<file path="src/rtl/expr_unpack_pkg.sv">
// rtl/expr_unpack_pkg.sv - field map, sizes and state type for the packed expression result unpacker
package expr_unpack_pkg;

  localparam int NUM_FIELDS = 18;
  localparam int IN_W       = 90;
  localparam int LAST_IDX   = NUM_FIELDS - 1;
  localparam int CSUM_IDX   = NUM_FIELDS;

  typedef enum logic [1:0] {
    IDLE,
    SEND,
    CSUM
  } state_t;

  // Fields come in groups of three (4, 5, 6 bits wide), 15 bits per group.
  function automatic int field_width(input int i);
    return 4 + (i % 3);
  endfunction

  function automatic logic field_signed(input int i);
    return (i % 6) >= 3;
  endfunction

  function automatic int field_msb(input int i);
    int off;
    case (i % 3)
      0:       off = 0;
      1:       off = 4;
      default: off = 9;
    endcase
    return 89 - 15 * (i / 3) - off;
  endfunction

endpackage

</file>
<file path="src/rtl/expr_field_unpacker_if.sv">
// rtl/expr_field_unpacker_if.sv - packed word input and field beat output handshakes
interface expr_field_unpacker_if #(
  parameter int OUT_W = 8
);
  import expr_unpack_pkg::*;

  logic             in_valid;
  logic             in_ready;
  logic [IN_W-1:0]  in_data;
  logic             out_valid;
  logic             out_ready;
  logic [OUT_W-1:0] out_data;
  logic [4:0]       out_idx;
  logic             out_last;

  modport master (
    output in_valid, in_data, out_ready,
    input  in_ready, out_valid, out_data, out_idx, out_last
  );

  modport slave (
    input  in_valid, in_data, out_ready,
    output in_ready, out_valid, out_data, out_idx, out_last
  );

endinterface

</file>
<file path="src/rtl/expr_field_extract.sv">
// rtl/expr_field_extract.sv - combinational select and zero/sign extension of one field of the packed word
module expr_field_extract
  import expr_unpack_pkg::*;
#(
  parameter int OUT_W = 8
) (
  input  logic [IN_W-1:0]  word,
  input  logic [4:0]       idx,
  output logic [OUT_W-1:0] value
);

  logic [IN_W-1:0] shifted;
  logic            sign;
  int              w;

  always_comb begin
    shifted = '0;
    sign    = 1'b0;
    w       = 4;
    value   = '0;
    for (int i = 0; i < NUM_FIELDS; i++) begin
      if (idx == 5'(i)) begin
        w       = field_width(i);
        shifted = word >> (field_msb(i) - w + 1);
        sign    = field_signed(i) && shifted[7'(w - 1)];
      end
    end
    // Bits above the field width take the sign (zero for unsigned fields).
    for (int b = 0; b < OUT_W; b++) begin
      value[b] = (b < w) ? shifted[b] : sign;
    end
  end

endmodule

</file>
<file path="src/rtl/expr_field_unpacker.sv">
// rtl/expr_field_unpacker.sv - streams the 18 fields of a 90-bit result word one per beat; EXPR_UNPACK_CHECKSUM_EN adds an XOR checksum beat
module expr_field_unpacker
  import expr_unpack_pkg::*;
#(
  parameter int OUT_W = 8,
  parameter int CNT_W = 16
) (
  input  logic                 clk,
  input  logic                 rst_n,
  expr_field_unpacker_if.slave bus,
  output logic [CNT_W-1:0]     word_cnt
);

  state_t           state_q, state_d;
  logic [IN_W-1:0]  word_q, word_d;
  logic [4:0]       idx_q, idx_d;
  logic [CNT_W-1:0] cnt_q, cnt_d;
  logic [OUT_W-1:0] field;
`ifdef EXPR_UNPACK_CHECKSUM_EN
  logic [OUT_W-1:0] csum_q, csum_d;
`endif

  expr_field_extract #(.OUT_W(OUT_W)) u_extract (
    .word  (word_q),
    .idx   (idx_q),
    .value (field)
  );

  always_ff @(posedge clk or negedge rst_n) begin
    if (!rst_n) begin
      state_q <= IDLE;
      word_q  <= '0;
      idx_q   <= '0;
      cnt_q   <= '0;
`ifdef EXPR_UNPACK_CHECKSUM_EN
      csum_q  <= '0;
`endif
    end else begin
      state_q <= state_d;
      word_q  <= word_d;
      idx_q   <= idx_d;
      cnt_q   <= cnt_d;
`ifdef EXPR_UNPACK_CHECKSUM_EN
      csum_q  <= csum_d;
`endif
    end
  end

  always_comb begin
    state_d       = state_q;
    word_d        = word_q;
    idx_d         = idx_q;
    cnt_d         = cnt_q;
`ifdef EXPR_UNPACK_CHECKSUM_EN
    csum_d        = csum_q;
`endif
    bus.in_ready  = 1'b0;
    bus.out_valid = 1'b0;
    bus.out_data  = '0;
    bus.out_idx   = '0;
    bus.out_last  = 1'b0;
    case (state_q)
      IDLE: begin
        bus.in_ready = 1'b1;
        if (bus.in_valid) begin
          word_d  = bus.in_data;
          idx_d   = '0;
`ifdef EXPR_UNPACK_CHECKSUM_EN
          csum_d  = '0;
`endif
          state_d = SEND;
        end
      end
      SEND: begin
        bus.out_valid = 1'b1;
        bus.out_data  = field;
        bus.out_idx   = idx_q;
`ifndef EXPR_UNPACK_CHECKSUM_EN
        bus.out_last  = (idx_q == 5'(LAST_IDX));
`endif
        if (bus.out_ready) begin
`ifdef EXPR_UNPACK_CHECKSUM_EN
          csum_d = csum_q ^ field;
`endif
          if (idx_q == 5'(LAST_IDX)) begin
`ifdef EXPR_UNPACK_CHECKSUM_EN
            state_d = CSUM;
`else
            state_d = IDLE;
            cnt_d   = cnt_q + CNT_W'(1);
`endif
          end else begin
            idx_d = idx_q + 5'd1;
          end
        end
      end
`ifdef EXPR_UNPACK_CHECKSUM_EN
      CSUM: begin
        bus.out_valid = 1'b1;
        bus.out_data  = csum_q;
        bus.out_idx   = 5'(CSUM_IDX);
        bus.out_last  = 1'b1;
        if (bus.out_ready) begin
          state_d = IDLE;
          cnt_d   = cnt_q + CNT_W'(1);
        end
      end
`endif
      default: state_d = IDLE;
    endcase
  end

  assign word_cnt = cnt_q;

endmodule

</file>
<file path="src/flat_wrapper.sv">
// flat-port wrapper written by rule: the top's interface ports become plain ports
module expr_field_unpacker_flat import expr_unpack_pkg::*;
#(
  parameter int OUT_W = 8,
  parameter int CNT_W = 16
)
  (clk, rst_n, word_cnt, bus_in_valid, bus_in_data, bus_out_ready, bus_in_ready, bus_out_valid, bus_out_data, bus_out_idx, bus_out_last);
  expr_field_unpacker_if #(.OUT_W(OUT_W)) bus_i ();
  input  logic clk;
  input  logic rst_n;
  output logic [CNT_W-1:0] word_cnt;
  input wire logic [$bits(bus_i.in_valid)-1:0] bus_in_valid;
  input wire logic [$bits(bus_i.in_data)-1:0] bus_in_data;
  input wire logic [$bits(bus_i.out_ready)-1:0] bus_out_ready;
  output wire logic [$bits(bus_i.in_ready)-1:0] bus_in_ready;
  output wire logic [$bits(bus_i.out_valid)-1:0] bus_out_valid;
  output wire logic [$bits(bus_i.out_data)-1:0] bus_out_data;
  output wire logic [$bits(bus_i.out_idx)-1:0] bus_out_idx;
  output wire logic [$bits(bus_i.out_last)-1:0] bus_out_last;
  assign bus_i.in_valid = bus_in_valid;
  assign bus_i.in_data = bus_in_data;
  assign bus_i.out_ready = bus_out_ready;
  assign bus_in_ready = bus_i.in_ready;
  assign bus_out_valid = bus_i.out_valid;
  assign bus_out_data = bus_i.out_data;
  assign bus_out_idx = bus_i.out_idx;
  assign bus_out_last = bus_i.out_last;
  expr_field_unpacker #(.OUT_W(OUT_W), .CNT_W(CNT_W)) u_core (.clk(clk), .rst_n(rst_n), .bus(bus_i), .word_cnt(word_cnt));
endmodule
</file>
<file path="config.mk">
export PLATFORM = sky130hd
export DESIGN_NAME = expr_field_unpacker_flat
export DESIGN_NICKNAME = d
export VERILOG_FILES = /design/src/rtl/expr_unpack_pkg.sv /design/src/rtl/expr_field_unpacker_if.sv /design/src/rtl/expr_field_extract.sv /design/src/rtl/expr_field_unpacker.sv /design/src/flat_wrapper.sv
export SDC_FILE = /design/constraint.sdc
export NUM_CORES = 1
export LEC_CHECK = 0
export ABC_CLOCK_PERIOD_IN_PS = 3500
export CORE_AREA = 2 2 147 149
export DETAILED_ROUTE_END_ITERATION = 10
export DIE_AREA = 0 0 149 151
export PLACE_DENSITY = 0.53
export SYNTH_ARGS = -nofsm -noshare
export SYNTH_HDL_FRONTEND = slang
export SYNTH_SLANG_ARGS = --single-unit
</file>
<file path="constraint.sdc">
create_clock -name clk -period 3.5 [get_ports clk]
set_input_delay 0.7 -clock clk [delete_from_list [all_inputs] [get_ports clk]]
set_output_delay 0.7 -clock clk [all_outputs]
set_load 0.1 [all_outputs]
</file>
# Word-level counts from Yosys, hierarchy flattened
# Index checks and enable logic that the tools add are counted.
[word_totals] mem_bits_rw=0 mem_count=0 out_inout_bits=32 elab_cells=204 ff_bits=113 input_bits=94 latch_bits=0 mem_bits_ro=0
[op_classes] reduce_logical=7 n_mul=0 add_sub_neg=56 n_eq_ne=22 shift=18 magnitude_cmp=8 n_mux=89 bitwise_logic=0 div=0
[op_table] op="90-bit by 32-bit right shift with 8-bit output" n=18
[op_table] op="32-bit two-way mux" n=32
[op_table] op="32-bit by 2-bit adder with 32-bit output, second input constant" n=18
[op_table] op="32-bit by 4-bit subtractor with 32-bit output, second input constant" n=18
[op_table] op="7-bit by 32-bit subtractor with 32-bit output, first input constant" n=6
[op_table] op="8-bit by 32-bit subtractor with 32-bit output, first input constant" n=6
[op_table] op="8-bit two-way mux" n=19
[op_table] op="4-bit by 32-bit less-than comparator with 1-bit output, first input constant" n=4
[op_table] op="5-bit by 32-bit subtractor with 32-bit output, first input constant" n=3
[op_table] op="6-bit by 32-bit subtractor with 32-bit output, first input constant" n=3
[op_table] op="3-bit by 32-bit less-than comparator with 1-bit output, first input constant" n=2
[op_table] op="5-bit by 4-bit equality test with 1-bit output, second input constant" n=8
[op_table] op="1-bit by 32-bit less-than comparator with 1-bit output, first input constant" n=1
[op_table] op="2-bit by 32-bit less-than comparator with 1-bit output, first input constant" n=1
[op_table] op="1-bit two-way mux" n=27
[op_table] op="5-bit by 3-bit equality test with 1-bit output, second input constant" n=4
[op_table] op="5-bit two-way mux" n=4
[op_table] op="16-bit by 1-bit adder with 16-bit output, second input constant" n=1
[op_table] op="5-bit by 2-bit equality test with 1-bit output, second input constant" n=2
[op_table] op="5-bit equality test, second input constant" n=2
[op_table] op="2-bit two-way mux" n=5
[op_table] op="5-bit case mux with 2 select lines" n=1
[op_table] op="2-bit inequality test, second input constant" n=3
[op_table] op="3-bit AND reduction" n=2
[op_table] op="other kinds (10)" n=10

# Logic depth before layout (Yosys ltp)
# Gate-level depths: netlist (run 1).
[depth] word_depth=26 ltp_mapped=11 ltp_nobuf=10

# By module
# A second synthesis (run 1) with hierarchy kept.
[hier_totals] cells_unflattened=591 hier_area_um2=6293.5
[by_module_without_submodules] module="expr_field_unpacker" area_per_inst_um2=4505.6 cells_per_inst=305 n_inst=1
[by_module_without_submodules] module="expr_field_extract" area_per_inst_um2=1788.0 cells_per_inst=286 n_inst=1

# Worst setup path before layout (run 1)
# Ideal clock, no wire load.
[synth_path] path_type="reg2out" start="register u_core.state_q[0]" end="output bus_out_data[3]" path_stages_with_launch=7 path_buffers=0 t_arrival_ns=6.338 path_slack_ns=-3.538 cell_sequence="dfrtp_1 -> clkinv_1 -> nor2_1 -> nand2_1 -> nand3_1 -> nor2_1 -> a211oi_1"
[synth_via] elab_chain_cells=2
[synth_rtl] element="start, declared" line_no="expr_field_unpacker.sv:14" source="state_t state_q, state_d;"
[synth_rtl] element="start signal, assigned" line_no="expr_field_unpacker.sv:39" source="state_q <= state_d;"
[synth_rtl] element="2-bit by 1-bit equality test with 1-bit output" line_no="expr_field_unpacker.sv:62" source="case (state_q)"
[synth_rtl] element="8-bit two-way mux" line_no="expr_field_unpacker.sv:62"
[synth_rtl] element="end, declared" line_no="flat_wrapper.sv:17" source="output wire logic [$bits(bus_i.out_data)-1:0] bus_out_data;"
# No other way between the ends.

# Worst setup path after layout (run 1)
[layout_path] start="register u_core.idx_q[3]" end="output bus_out_data[5]"
[layout_via] elab_chain_cells=21 elab_cells_between_ends=71
[layout_rtl] element="start, declared" line_no="expr_field_unpacker.sv:16" source="logic [4:0] idx_q, idx_d;"
[layout_rtl] element="start signal, assigned" line_no="expr_field_unpacker.sv:41" source="idx_q <= idx_d;"
[layout_rtl] element="5-bit by 1-bit equality test with 1-bit output / 5-bit zero test (equally long branches)" line_no="expr_field_extract.sv:22" source="if (idx == 5'(i)) begin"
[layout_rtl] element="1-bit two-way mux / 8-bit two-way mux (equally long branches)" line_no="expr_field_extract.sv:22"
[layout_rtl] element="2-bit two-way mux / 8-bit two-way mux (equally long branches) (2 in a row)" line_no="expr_field_extract.sv:22"
[layout_rtl] element="32-bit two-way mux / 8-bit two-way mux (equally long branches) (14 in a row)" line_no="expr_field_extract.sv:22"
[layout_rtl] element="4-bit by 32-bit less-than comparator with 1-bit output / 8-bit two-way mux (equally long branches)" line_no="expr_field_extract.sv:30, expr_field_extract.sv:22"
[layout_rtl] element="1-bit two-way mux *" line_no="expr_field_extract.sv:30" source="value[b] = (b < w) ? shifted[b] : sign;"
[layout_rtl] element="8-bit two-way mux *" line_no="expr_field_unpacker.sv:62"
# Every way passes the cells marked *; elsewhere a longest branch is shown, timed or not.

==> flow_results.xml, run 1 <==
<?xml version="1.0" encoding="UTF-8"?>
<metrics>
  <group name="worst_setup_path">
    <metric name="critPathSlowestCell" unit="">sky130_fd_sc_hd__dfrtp_2</metric>
    <metric name="critPathTopFamily" unit="">buffers and inverters</metric>
    <metric name="crit_path_largest_cell_delay" unit="ns">0.50</metric>
    <metric name="start_kind" unit="">flop</metric>
    <metric name="cp_common_cell" unit="">sky130_fd_sc_hd__buf_4</metric>
    <metric name="criticalPathCategory" unit="">reg2out</metric>
    <metric name="critical_path.max_fanout" unit="">16</metric>
    <metric name="worst-endpoint-required" unit="ns">2.80</metric>
    <metric name="timing.critical_path.buf_inv" unit="">4</metric>
    <metric name="regToRegSetupSlack" unit="ns">0.97</metric>
    <metric name="crit_path_end_kind" unit="">primary output</metric>
    <metric name="crit_path_depth" unit="">9</metric>
    <metric name="worstPathCellList" unit="">buf_4 &gt; nor3b_2 &gt; buf_4 &gt; a32oi_1 &gt; o211ai_1 &gt; a211oi_1 &gt; buf_4 &gt; nor4_4 &gt; buf_12</metric>
    <metric name="reg2reg_depth" unit="">9</metric>
    <metric name="worstPathArrival" unit="ns">2.82</metric>
  </group>
  <group name="drt">
    <metric name="drc_errors" unit="">0</metric>
    <metric name="totalWireLength" unit="mm">20.1</metric>
    <metric name="detail-route-antenna-nets" unit="">0</metric>
    <metric name="wl_per_cell" unit="um">18.9</metric>
    <metric name="drt_pre_antenna_iters" unit="">5</metric>
    <metric name="detailroute.via_count" unit="">5438</metric>
    <metric name="avgViaCountPerCell" unit="">5.10</metric>
    <metric name="detailed_route_iter0_violations" unit="">351</metric>
  </group>
  <group name="finish">
    <metric name="synthToLayoutAreaGrowth" unit="%">42.7</metric>
    <metric name="antennaDiodeCount" unit="">0</metric>
    <metric name="fin_nets" unit="">886</metric>
    <metric name="drive_gt1_share" unit="%">30.8</metric>
  </group>
  <group name="pwr">
    <metric name="fraction_of_power_spent_switching_nets" unit="%">46.5</metric>
    <metric name="power_frac_seq" unit="%">26.7</metric>
    <metric name="cellInternalPower" unit="mW">4.69</metric>
    <metric name="switching_power" unit="mW">4.08</metric>
    <metric name="power_density" unit="nW/um^2">995</metric>
    <metric name="p_comb_share" unit="%">61.1</metric>
    <metric name="total_leakage_power" unit="nW">3.68</metric>
    <metric name="power" unit="mW">8.78</metric>
    <metric name="clockPowerShare" unit="%">12.2</metric>
    <metric name="vdd.ir_drop.worst" unit="uV">675</metric>
  </group>
  <group name="yosys">
    <metric name="netlist-cell-type-count" unit="">69</metric>
    <metric name="postSynthRegisterBits" unit="">112</metric>
    <metric name="synthesized_area_divided_by_synthesized_cell_count" unit="um^2">9.89</metric>
    <metric name="ys.flop_type" unit="">sky130_fd_sc_hd__dfrtp_1</metric>
    <metric name="warnings_synthesis" unit="">0</metric>
    <metric name="synth-seq-area-share" unit="%">45.3</metric>
    <metric name="post_synth_edffs" unit="">0</metric>
    <metric name="syn-instance-count" unit="">625</metric>
    <metric name="mappedNetlistNets" unit="">725</metric>
    <metric name="synth_async_sr_flop_share" unit="%">100</metric>
    <metric name="syn_area" unit="um^2">6180</metric>
  </group>
  <group name="sta">
    <metric name="finalCriticalPeriod" unit="ns">3.52</metric>
    <metric name="worst_slack" unit="ns">-0.0229</metric>
    <metric name="clock_skew" unit="ns">0.00868</metric>
    <metric name="hold_ws" unit="ns">0.348</metric>
    <metric name="finalHoldViolations" unit="">0</metric>
    <metric name="fmaxAchievable" unit="MHz">284</metric>
    <metric name="final_max_slew_viol_count" unit="">0</metric>
    <metric name="rsz0062_at_grt" unit="">yes</metric>
    <metric name="final.period_utilization" unit="%">101</metric>
    <metric name="slew_worst_pin" unit="ns">0.975</metric>
    <metric name="max-slew-margin-rel" unit="%">34.8</metric>
    <metric name="final-setup-viol-count" unit="">3</metric>
  </group>
  <group name="clock_tree">
    <metric name="tritoncts" unit="">yes</metric>
    <metric name="clkTransAtPathRegs" unit="ns">0.07</metric>
    <metric name="clkSinkCount" unit="">112</metric>
    <metric name="clock_insertion_delay_worst_skew" unit="ns">0.37</metric>
    <metric name="ctsRootBufferMaster" unit="">sky130_fd_sc_hd__clkbuf_16</metric>
    <metric name="clk_path_buf_depth" unit="">2</metric>
    <metric name="holdBufCountCts" unit="">0</metric>
    <metric name="htree_levels" unit="">3</metric>
    <metric name="numCtsBuffers" unit="">9</metric>
  </group>
  <group name="global_route">
    <metric name="globalRouteOverflowTotal" unit="">0</metric>
    <metric name="grt_max_degree" unit="">106</metric>
    <metric name="grt_usage" unit="%">18.4</metric>
    <metric name="vias_in_the_first_global_route" unit="">5815</metric>
    <metric name="antenna_found_initial" unit="">0</metric>
    <metric name="grt_first_pass_wirelength" unit="mm">31.9</metric>
  </group>
  <group name="placed_design">
    <metric name="place.gp.congestion" unit="">0.905</metric>
    <metric name="port-buffer-count" unit="">125</metric>
    <metric name="post-dp-hpwl" unit="mm">14.9</metric>
  </group>
  <group name="floorplan">
    <metric name="die_height" unit="um">151</metric>
    <metric name="floorplan.initialDensity" unit="%">29.7</metric>
    <metric name="rows" unit="">53</metric>
    <metric name="dieArea" unit="um^2">22500</metric>
    <metric name="number_of_ports_placed_on_the_die_boundary" unit="">126</metric>
    <metric name="design.core.area" unit="um^2">20800</metric>
    <metric name="die_width" unit="um">149</metric>
  </group>
  <group name="run_status">
    <metric name="status" unit="">finished, violations left</metric>
    <metric name="failed_checks" unit="">negative setup slack</metric>
  </group>
  <group name="worst_hold_path">
    <metric name="worst_hold_path_type" unit="">in2async</metric>
  </group>
  <group name="job">
    <metric name="maxCapViolCount" unit="">0</metric>
  </group>
</metrics>
metrics by stage:
step / setup WS [ns] / TNS [ns] / utilization [%] / area (um^2) / std cells
finish: -0.0229 / -0.0561 / 42.4 / 8820 / 1066
global route: -0.137 / -0.735 / 42.4 / 8820 / 1066
CTS: -0.113 / -0.323 / 41.8 / 8710 / 1064
detailed placement: 0.0512 / 0 / 38.8 / 8070 / 1026
global placement: 0.131 / 0 / 38.8 / 8070 / 1026
floorplan: -0.0945 / -0.0945 / - / 6260 / 625
what timing repair did:
| action | CTS | global route |
|---|---|---|
| pin swaps | 11 | 13 |
| gates cloned | 1 | 0 |
| endpoints found under the setup margin | 8 | 8 |
| setup buffers | 21 | 2 |
| gates resized for setup | 35 | 22 |
final timing paths:
kind | startpoint | to
max | u_core.idx_q[3] | bus_out_data[5]
min | rst_n | u_core.word_q[57]
min reg2reg | u_core.word_cnt[15] | u_core.word_cnt[15]
max in group asynchronous | rst_n | u_core.word_q[18]
max reg2reg | u_core.idx_q[0] | u_core.word_cnt[14]
min in group clk | u_core.word_cnt[15] | u_core.word_cnt[15]
placed cells by master (no fill, tap or decap), types with 5 or more instances in the layout:
master and instances:
sky130_fd_sc_hd__nand3b_1 9, sky130_fd_sc_hd__nand2b_1 7, sky130_fd_sc_hd__ha_4 5, sky130_fd_sc_hd__clkdlybuf4s50_1 101
sky130_fd_sc_hd__buf_4 74, sky130_fd_sc_hd__dfrtp_1 107, sky130_fd_sc_hd__o31ai_1 5, sky130_fd_sc_hd__buf_12 14
sky130_fd_sc_hd__nand2_1 68, sky130_fd_sc_hd__nor2_1 28, sky130_fd_sc_hd__dfrtp_2 5, sky130_fd_sc_hd__nor3_1 10
sky130_fd_sc_hd__o211ai_1 9, sky130_fd_sc_hd__clkbuf_16 9, sky130_fd_sc_hd__nand3_1 16, sky130_fd_sc_hd__o21ai_0 43
sky130_fd_sc_hd__nor2b_1 7, sky130_fd_sc_hd__mux2_2 77, sky130_fd_sc_hd__a21oi_1 32, sky130_fd_sc_hd__inv_1 22
sky130_fd_sc_hd__nand4_1 12, sky130_fd_sc_hd__o21ai_1 6, sky130_fd_sc_hd__xnor2_1 11, sky130_fd_sc_hd__xor2_1 5
sky130_fd_sc_hd__a21o_1 5
Yosys cell counts, drive strengths merged, types with 7 or more instances:
cell type / n / area share [%]
nor3: 10 / 0.81
nor2: 32 / 2.0
o21ai: 49 / 4.0
buf: 29 / 2.7
inv: 25 / 1.5
nand3b: 9 / 1.1
nand4: 13 / 1.4
nand2b: 7 / 0.71
clkbuf: 15 / 0.91
a21oi: 36 / 2.9
nand2: 70 / 4.3
xnor2: 11 / 1.6
mux2: 77 / 14
nand3: 16 / 1.3
dfrtp: 112 / 45
nor2b: 10 / 1.0
o211ai: 10 / 1.3
layer usage:
metal	track usage [%]	part of all wire [%]	vias to the layer above
met5	0	0	-
met3	2.86	5.2	19
met1	25.4	47	2682
li1	-	-	2564
met4	6.52	2.0	0
met2	29.4	46	173
logic make-up after synthesis:
family                     count (synthesis)  share of synthesized area, %
DFF                                      112                          45.3
and+or+nand+nor                          198                          16.8
buffers and inverters                     70                          5.16
adders and majority gates                  6                          1.21
xor gates and xnor gates                  16                          2.27
AOI/OAI and AO/OA                        145                          15.0
muxes                                     78                          14.2
worst register-to-register path, cell delays in order (launching register included):
cell                       delay [ns]
sky130_fd_sc_hd__dfrtp_2         0.42
sky130_fd_sc_hd__buf_4           0.14
sky130_fd_sc_hd__ha_4            0.20
sky130_fd_sc_hd__buf_6           0.20
sky130_fd_sc_hd__and4bb_2        0.37
sky130_fd_sc_hd__and3_1          0.40
sky130_fd_sc_hd__nand2_1         0.16
sky130_fd_sc_hd__nor2_2          0.23
sky130_fd_sc_hd__nand4_1         0.15
sky130_fd_sc_hd__xnor2_1         0.15
power groups by stage:
stage,clock (mW),combinational (mW),sequential [mW]
2_1_floorplan,0,3.23,2.16
3_3_place_gp,0,4.84,2.35
3_5_place_dp,0,4.85,2.36
4_1_cts,1.10,5.21,2.34
5_1_grt,1.14,5.67,2.42
6_report,1.07,5.37,2.34
sequential cells by signal, summed over array words and instances, names as in the netlist:
| register | flops |
|---|---|
| u_core.word_q | 90 |
| u_core.word_cnt | 16 |
| u_core.state_q | 1 |
| u_core.idx_q | 5 |
area by class of cell:
type / instances / area [um^2]
fillers: 2067 / 12000
multi-input cells: 443 / 3330
flip-flops and latches: 112 / 2810
repair buffers: 194 / 1930
well taps: 275 / 344
clock buffers: 9 / 225
inverters: 26 / 105
clock inverters: 7 / 81.3
Power figures use the tool's default switching activity.
==> run 2: changes to the inputs <==
- CORE_AREA: 2 2 147 149 -> 2 2 113 115
- DIE_AREA: 0 0 149 151 -> 0 0 115 117
- PLACE_DENSITY: 0.53 -> 0.81
==> run 2 against run 1 <==
The flow now finishes without violations. Combinational power decreased by 5.8%. Sequential power about the same. Clock power about the same. Core utilization increased by 26 points. Wire length decreased by 12%. Clock-buffer cell count increased by 4. Power decreased by 3.3%. Critical path depth unchanged. Design area decreased by 4.7%.
==> flow_results.xml, run 2 (synthesized netlist as in run 1, its figures left out) <==
<?xml version="1.0" encoding="UTF-8"?>
<metrics>
  <group name="run_status">
    <metric name="status" unit="">complete, no violations</metric>
  </group>
  <group name="global_route">
    <metric name="gr-usage-met1" unit="%">39.5</metric>
    <metric name="antenna_found_initial" unit="">0</metric>
    <metric name="globalRoute.busiestLayer" unit="">met2</metric>
    <metric name="grt_first_pass_wirelength" unit="mm">28.2</metric>
    <metric name="grt_usage" unit="%">27.3</metric>
    <metric name="use_met2" unit="%">41.8</metric>
    <metric name="vias_in_the_first_global_route" unit="">5347</metric>
    <metric name="globalRouteOverflowTotal" unit="">0</metric>
    <metric name="grt_max_degree" unit="">68</metric>
    <metric name="grt.met3_usage" unit="%">3.76</metric>
  </group>
  <group name="clock_tree">
    <metric name="ctsRootBufferMaster" unit="">sky130_fd_sc_hd__clkbuf_16</metric>
    <metric name="htree_levels" unit="">3</metric>
    <metric name="numCtsBuffers" unit="">9</metric>
    <metric name="clkSinkCount" unit="">112</metric>
    <metric name="clk_path_buf_depth" unit="">2</metric>
    <metric name="clkTransAtPathRegs" unit="ns">0.07</metric>
    <metric name="tritoncts" unit="">yes</metric>
    <metric name="clock_insertion_delay_worst_skew" unit="ns">0.36</metric>
    <metric name="holdBufCountCts" unit="">0</metric>
  </group>
  <group name="drt">
    <metric name="avgViaCountPerCell" unit="">5.84</metric>
    <metric name="detail-route-antenna-nets" unit="">0</metric>
    <metric name="detailed_route_iter0_violations" unit="">466</metric>
    <metric name="detailroute.via_count" unit="">5348</metric>
    <metric name="drc_errors" unit="">0</metric>
    <metric name="drt_pre_antenna_iters" unit="">5</metric>
    <metric name="totalWireLength" unit="mm">17.8</metric>
    <metric name="wl_per_cell" unit="um">19.4</metric>
  </group>
  <group name="finish">
    <metric name="mostFrequentLayoutCell" unit="">sky130_fd_sc_hd__dfrtp_1</metric>
    <metric name="most-common-layout-cells" unit="">sky130_fd_sc_hd__dfrtp_1, sky130_fd_sc_hd__clkdlybuf4s50_1, sky130_fd_sc_hd__mux2_2</metric>
    <metric name="drive_gt1_share" unit="%">27.1</metric>
    <metric name="fin_nets" unit="">860</metric>
    <metric name="sequential_cell_area" unit="um^2">2810</metric>
    <metric name="multi_input_area" unit="um^2">3310</metric>
    <metric name="top_register" unit="">u_core.word_q</metric>
    <metric name="synthToLayoutAreaGrowth" unit="%">36.1</metric>
    <metric name="antennaDiodeCount" unit="">0</metric>
    <metric name="number_of_flip_flops_under_the_largest_register_name" unit="">90</metric>
    <metric name="utilization" unit="%">68.3</metric>
    <metric name="n_fill_cell" unit="">944</metric>
  </group>
  <group name="worst_setup_path">
    <metric name="start_kind" unit="">flop</metric>
    <metric name="worstPathArrival" unit="ns">2.77</metric>
    <metric name="crit_path_largest_cell_delay" unit="ns">0.48</metric>
    <metric name="criticalPathCategory" unit="">reg2out</metric>
    <metric name="critPathSlowestCell" unit="">sky130_fd_sc_hd__dfrtp_2</metric>
    <metric name="critical_path.max_fanout" unit="">6</metric>
    <metric name="crit_path_end_kind" unit="">primary output</metric>
    <metric name="worstPathCellList" unit="">inv_4 &gt; ha_4 &gt; or4bb_4 &gt; o311ai_4 &gt; a21oi_2 &gt; or2_1 &gt; a211oi_2 &gt; mux2i_4 &gt; buf_12</metric>
    <metric name="worst-endpoint-required" unit="ns">2.80</metric>
  </group>
  <group name="sta">
    <metric name="final-setup-viol-count" unit="">0</metric>
    <metric name="rsz0062_at_grt" unit="">yes</metric>
    <metric name="slew_worst_pin" unit="ns">0.987</metric>
    <metric name="max-slew-margin-rel" unit="%">34.0</metric>
    <metric name="clock_skew" unit="ns">0.00771</metric>
    <metric name="fmaxAchievable" unit="MHz">288</metric>
    <metric name="final_max_slew_viol_count" unit="">0</metric>
    <metric name="finalCriticalPeriod" unit="ns">3.47</metric>
    <metric name="finalHoldViolations" unit="">0</metric>
    <metric name="hold_ws" unit="ns">0.439</metric>
    <metric name="final.period_utilization" unit="%">99.1</metric>
    <metric name="fin_setup_tns" unit="ns">0</metric>
  </group>
  <group name="floorplan">
    <metric name="number_of_ports_placed_on_the_die_boundary" unit="">126</metric>
    <metric name="rows" unit="">41</metric>
    <metric name="floorplan.initialDensity" unit="%">50.2</metric>
    <metric name="die_width" unit="um">115</metric>
    <metric name="dieArea" unit="um^2">13500</metric>
    <metric name="design.core.area" unit="um^2">12300</metric>
    <metric name="die_height" unit="um">117</metric>
  </group>
  <group name="job">
    <metric name="maxCapViolCount" unit="">0</metric>
  </group>
  <group name="placed_design">
    <metric name="port-buffer-count" unit="">125</metric>
    <metric name="place.gp.congestion" unit="">0.966</metric>
    <metric name="post-dp-hpwl" unit="mm">13.5</metric>
  </group>
  <group name="pwr">
    <metric name="vdd.ir_drop.worst" unit="uV">879</metric>
    <metric name="total_leakage_power" unit="nW">3.52</metric>
    <metric name="power_density" unit="nW/um^2">1010</metric>
    <metric name="power" unit="mW">8.49</metric>
  </group>
  <group name="worst_hold_path">
    <metric name="worst_hold_path_type" unit="">in2async</metric>
  </group>
</metrics>
[run 2: changes by cell type in the layout (fill, tap and decap cells not counted), moves of 2 or more]
cell | before | now
sky130_fd_sc_hd__clkinvlp_4 | 3 | 0
sky130_fd_sc_hd__clkinv_4 | 3 | 1
sky130_fd_sc_hd__buf_12 | 14 | 12
sky130_fd_sc_hd__o21ai_1 | 6 | 2
sky130_fd_sc_hd__o21ai_0 | 43 | 46
sky130_fd_sc_hd__buf_4 | 74 | 46
sky130_fd_sc_hd__a211oi_2 | 0 | 2
sky130_fd_sc_hd__clkbuf_1 | 0 | 3
sky130_fd_sc_hd__clkdlybuf4s50_1 | 101 | 106
[run 2: area by class of cell]
class | count | share of cell area, %
tap | 150 | 2.23
multi-input combinational | 443 | 39.3
inverter | 26 | 1.28
sequential | 112 | 33.4
clock buffer | 13 | 2.97
timing repair buffer | 168 | 20.0
clock inverter | 3 | 0.773
[run 2: critical path: cells and delay by family (launching register included)]
kind                     cells  cell delay (ns)
AND/OR/NAND/NOR              2             0.72
flip-flops                   1             0.48
AO/OA/AOI/OAI                3             0.41
multiplexers                 1             0.32
buffers and inverters        2             0.31
adder cells (fa/ha/maj)      1             0.16
[run 2: per-layer routing]
layer | up-vias | share of wire, %
met3 | 33 | 6.1
met2 | 206 | 45
li1 | 2513 | -
met1 | 2596 | 46
met5 | - | 0
met4 | 0 | 2.9
[run 2: metrics by stage]
| step | instance area, um^2 | setup WS [ns] | instances |
|---|---|---|---|
| floorplan | 6260 | -0.0945 | 625 |
| global placement | 7860 | 0.0953 | 893 |
| detailed placement | 7860 | 0.0941 | 893 |
| CTS | 8300 | 0.00531 | 914 |
| global route | 8410 | -0.0950 | 915 |
| finish | 8410 | 0.0317 | 915 |
[run 2: timing repair]
item / CTS / global route
endpoints found under the hold margin: 0 / 0
resized for setup: 22 / 26
pin swaps: 4 / 9
buffers inserted: 5 / 2
setup endpoints to repair: 8 / 7
[run 2: where the power goes]
group          switching (mW)  leakage (nW)  internal [mW]
clock network           0.442         0.154          0.646
logic                    2.98          1.98           2.08
registers               0.486          1.39           1.86
total                    3.91          3.52           4.58
[run 2: final timing paths]
kind                                      from                  end  slack (ns)  cells after the start
setup reg to reg               u_core.idx_q[1]  u_core.word_cnt[14]        1.03                      9
max in group asynchronous                rst_n    u_core.word_q[16]        2.33                      2
hold / removal                           rst_n    u_core.word_q[54]        0.44                      1
setup / recovery               u_core.idx_q[0]      bus_out_data[4]        0.03                      9
min in group clk           u_core.word_cnt[15]  u_core.word_cnt[15]        0.48                      1
hold reg to reg            u_core.word_cnt[15]  u_core.word_cnt[15]        0.48                      1
==> run 3: changes to the inputs <==
- CORE_AREA: 2 2 113 115 -> 2 2 131 133
- CTS_BUF_LIST: not set -> sky130_fd_sc_hd__clkbuf_16
- DIE_AREA: 0 0 115 117 -> 0 0 133 135
- PLACE_DENSITY: 0.81 -> 0.63
==> run 3 against run 2 <==
Non-clock buffer count increased by 16. Design area increased by 2.4%. Clock-buffer cell count down 4. Clock skew down 0.00064 ns. Maximum frequency up 0.30%.
==> flow_results.xml, run 3 (synthesized netlist as in run 1, its figures left out) <==
<?xml version="1.0" encoding="UTF-8"?>
<metrics>
  <group name="floorplan">
    <metric name="design.core.area" unit="um^2">16400</metric>
    <metric name="rows" unit="">47</metric>
    <metric name="number_of_ports_placed_on_the_die_boundary" unit="">126</metric>
    <metric name="floorplan.initialDensity" unit="%">37.7</metric>
    <metric name="die_width" unit="um">133</metric>
    <metric name="die_height" unit="um">135</metric>
    <metric name="dieArea" unit="um^2">18000</metric>
  </group>
  <group name="worst_setup_path">
    <metric name="reg2reg_depth" unit="">10</metric>
    <metric name="critPathSlowestCell" unit="">sky130_fd_sc_hd__a2111oi_2</metric>
    <metric name="worstPathArrival" unit="ns">2.76</metric>
    <metric name="regToRegSetupSlack" unit="ns">0.80</metric>
    <metric name="worst-endpoint-required" unit="ns">2.80</metric>
    <metric name="crit_path_depth" unit="">9</metric>
    <metric name="critical_path.reg2reg.startpoint" unit="">u_core.idx_q[1]</metric>
    <metric name="worstPathCellList" unit="">inv_4 &gt; ha_4 &gt; buf_4 &gt; buf_6 &gt; o21ai_0 &gt; a2111oi_2 &gt; a211oi_4 &gt; mux2i_4 &gt; buf_12</metric>
    <metric name="critPathTopFamily" unit="">compound AO/OA/AOI/OAI gates</metric>
    <metric name="r2r-end" unit="">u_core.word_cnt[14]</metric>
    <metric name="start_kind" unit="">flop</metric>
    <metric name="critical_path.max_fanout" unit="">25</metric>
    <metric name="setup.worst_path.end" unit="">bus_out_data[4]</metric>
    <metric name="timing.critical_path.buf_inv" unit="">4</metric>
    <metric name="crit_path_largest_cell_delay" unit="ns">0.56</metric>
    <metric name="criticalPathCategory" unit="">reg2out</metric>
    <metric name="crit_path_end_kind" unit="">primary output</metric>
    <metric name="worst_setup_path_startpoint" unit="">u_core.idx_q[1]</metric>
  </group>
  <group name="drt">
    <metric name="detailed_route_iter0_violations" unit="">417</metric>
    <metric name="totalWireLength" unit="mm">19.3</metric>
    <metric name="drt_pre_antenna_iters" unit="">5</metric>
    <metric name="detailroute.via_count" unit="">5460</metric>
    <metric name="drc_errors" unit="">0</metric>
    <metric name="detail-route-antenna-nets" unit="">0</metric>
    <metric name="wl_per_cell" unit="um">19.2</metric>
    <metric name="avgViaCountPerCell" unit="">5.45</metric>
  </group>
  <group name="global_route">
    <metric name="grt_max_degree" unit="">65</metric>
    <metric name="globalRouteOverflowTotal" unit="">0</metric>
    <metric name="grt_usage" unit="%">21.5</metric>
    <metric name="vias_in_the_first_global_route" unit="">5536</metric>
    <metric name="grt_first_pass_wirelength" unit="mm">30.3</metric>
    <metric name="antenna_found_initial" unit="">0</metric>
  </group>
  <group name="placed_design">
    <metric name="place.gp.congestion" unit="">0.979</metric>
    <metric name="port-buffer-count" unit="">125</metric>
    <metric name="post-dp-hpwl" unit="mm">14.0</metric>
    <metric name="dp_slack" unit="ns">0.0541</metric>
  </group>
  <group name="clock_tree">
    <metric name="clkTransAtPathRegs" unit="ns">0.07</metric>
    <metric name="tritoncts" unit="">yes</metric>
    <metric name="clock_insertion_delay_worst_skew" unit="ns">0.36</metric>
    <metric name="numCtsBuffers" unit="">9</metric>
    <metric name="clkSinkCount" unit="">112</metric>
    <metric name="holdBufCountCts" unit="">0</metric>
    <metric name="clk_path_buf_depth" unit="">2</metric>
    <metric name="ctsRootBufferMaster" unit="">sky130_fd_sc_hd__clkbuf_16</metric>
    <metric name="htree_levels" unit="">3</metric>
  </group>
  <group name="finish">
    <metric name="synthToLayoutAreaGrowth" unit="%">39.3</metric>
    <metric name="drive_gt1_share" unit="%">29.4</metric>
    <metric name="multi_input_area" unit="um^2">3310</metric>
    <metric name="fin_nets" unit="">876</metric>
    <metric name="top_register" unit="">u_core.word_q</metric>
    <metric name="most-common-layout-cells" unit="">sky130_fd_sc_hd__dfrtp_1, sky130_fd_sc_hd__clkdlybuf4s50_1, sky130_fd_sc_hd__mux2_2</metric>
    <metric name="number_of_flip_flops_under_the_largest_register_name" unit="">90</metric>
    <metric name="n_fill_cell" unit="">1452</metric>
    <metric name="sequential_cell_area" unit="um^2">2810</metric>
    <metric name="antennaDiodeCount" unit="">0</metric>
    <metric name="mostFrequentLayoutCell" unit="">sky130_fd_sc_hd__dfrtp_1</metric>
  </group>
  <group name="pwr">
    <metric name="vdd.ir_drop.worst" unit="uV">1240</metric>
    <metric name="power_density" unit="nW/um^2">995</metric>
    <metric name="total_leakage_power" unit="nW">3.61</metric>
  </group>
  <group name="sta">
    <metric name="max-slew-margin-rel" unit="%">34.5</metric>
    <metric name="finalHoldViolations" unit="">0</metric>
    <metric name="final-setup-viol-count" unit="">0</metric>
    <metric name="finalCriticalPeriod" unit="ns">3.46</metric>
    <metric name="fmaxAchievable" unit="MHz">289</metric>
    <metric name="worst_slack" unit="ns">0.0422</metric>
    <metric name="rsz0062_at_grt" unit="">yes</metric>
    <metric name="hold_ws" unit="ns">0.420</metric>
    <metric name="final_max_slew_viol_count" unit="">0</metric>
    <metric name="slew_worst_pin" unit="ns">0.980</metric>
    <metric name="final.period_utilization" unit="%">98.8</metric>
    <metric name="clock_skew" unit="ns">0.00707</metric>
  </group>
  <group name="run_status">
    <metric name="status" unit="">complete, no violations</metric>
  </group>
  <group name="job">
    <metric name="maxCapViolCount" unit="">0</metric>
  </group>
  <group name="worst_hold_path">
    <metric name="worst_hold_path_type" unit="">in2async</metric>
  </group>
</metrics>
## run 3: cell types whose count changed in the layout (fill, tap and decap cells not counted), sizes merged
cell,before,now
inv,25,26
clkinvlp,0,2
buf,61,82
clkbuf,14,9
clkinv,2,4
clkdlybuf4s50,106,102
bufinv,2,1
## run 3: what timing repair did
action / CTS / global route
hold endpoints to repair: 0 / 0
pin swaps: 7 / 12
setup buffers: 11 / 16
cloned: 1 / 0
setup endpoints to repair: 8 / 8
resized for setup: 23 / 37
## run 3: cell type report
class | count | share of cell area [%]
Multi-Input combinational cell | 443 | 38.4
Sequential cell | 112 | 32.6
Timing Repair Buffer | 184 | 21.1
Tap cell | 220 | 3.20
Clock buffer | 9 | 2.61
Inverter | 26 | 1.22
Clock inverter | 7 | 0.741
## run 3: where the power goes
group | total, mW | internal (mW) | switching [mW] | leakage, nW
logic | 5.23 | 2.17 | 3.07 | 2.08
clock network | 1.01 | 0.549 | 0.463 | 0.142
registers | 2.33 | 1.86 | 0.468 | 1.39
total | 8.57 | 4.58 | 4.00 | 3.61
## run 3: worst min-delay path by stage
stage	start	to	slack, ns
floorplan	rst_n	u_core.idx_q[0]	0.40
global placement	u_core.word_cnt[15]	u_core.word_cnt[15]	0.46
detailed placement	u_core.word_cnt[15]	u_core.word_cnt[15]	0.46
CTS	rst_n	u_core.word_q[41]	0.46
global route	rst_n	u_core.word_q[41]	0.49
finish	rst_n	u_core.word_q[41]	0.42
## run 3: stage by stage
stage	setup TNS (ns)	cell area, um^2	power [mW]	std cells	util [%]
after floorplan	-0.0945	6260	5.39	625	-
after global routing	-0.0661	8610	9.00	1001	52.5
after CTS	-0.0917	8350	8.27	986	50.9
final	0	8610	8.57	1001	52.5
after detailed placement	0	7890	7.07	958	48.1
after global placement	0	7890	7.03	958	48.1
## run 3: metal layers
layer | GRT usage [%] | wire length (um)
met5 | 0 | 0
met4 | 4.42 | 219
met3 | 4.73 | 1220
met2 | 34.0 | 8950
met1 | 30.6 | 8860
## run 3: worst register-to-register path, cell delays in order (launching register included)
cell                       delay (ns)
sky130_fd_sc_hd__dfrtp_2         0.48
sky130_fd_sc_hd__inv_4           0.11
sky130_fd_sc_hd__ha_4            0.17
sky130_fd_sc_hd__buf_4           0.13
sky130_fd_sc_hd__buf_6           0.21
sky130_fd_sc_hd__and4bb_2        0.40
sky130_fd_sc_hd__and3_1          0.40
sky130_fd_sc_hd__nand2_1         0.17
sky130_fd_sc_hd__nor2_2          0.22
sky130_fd_sc_hd__nand4_1         0.14
sky130_fd_sc_hd__xnor2_1         0.15
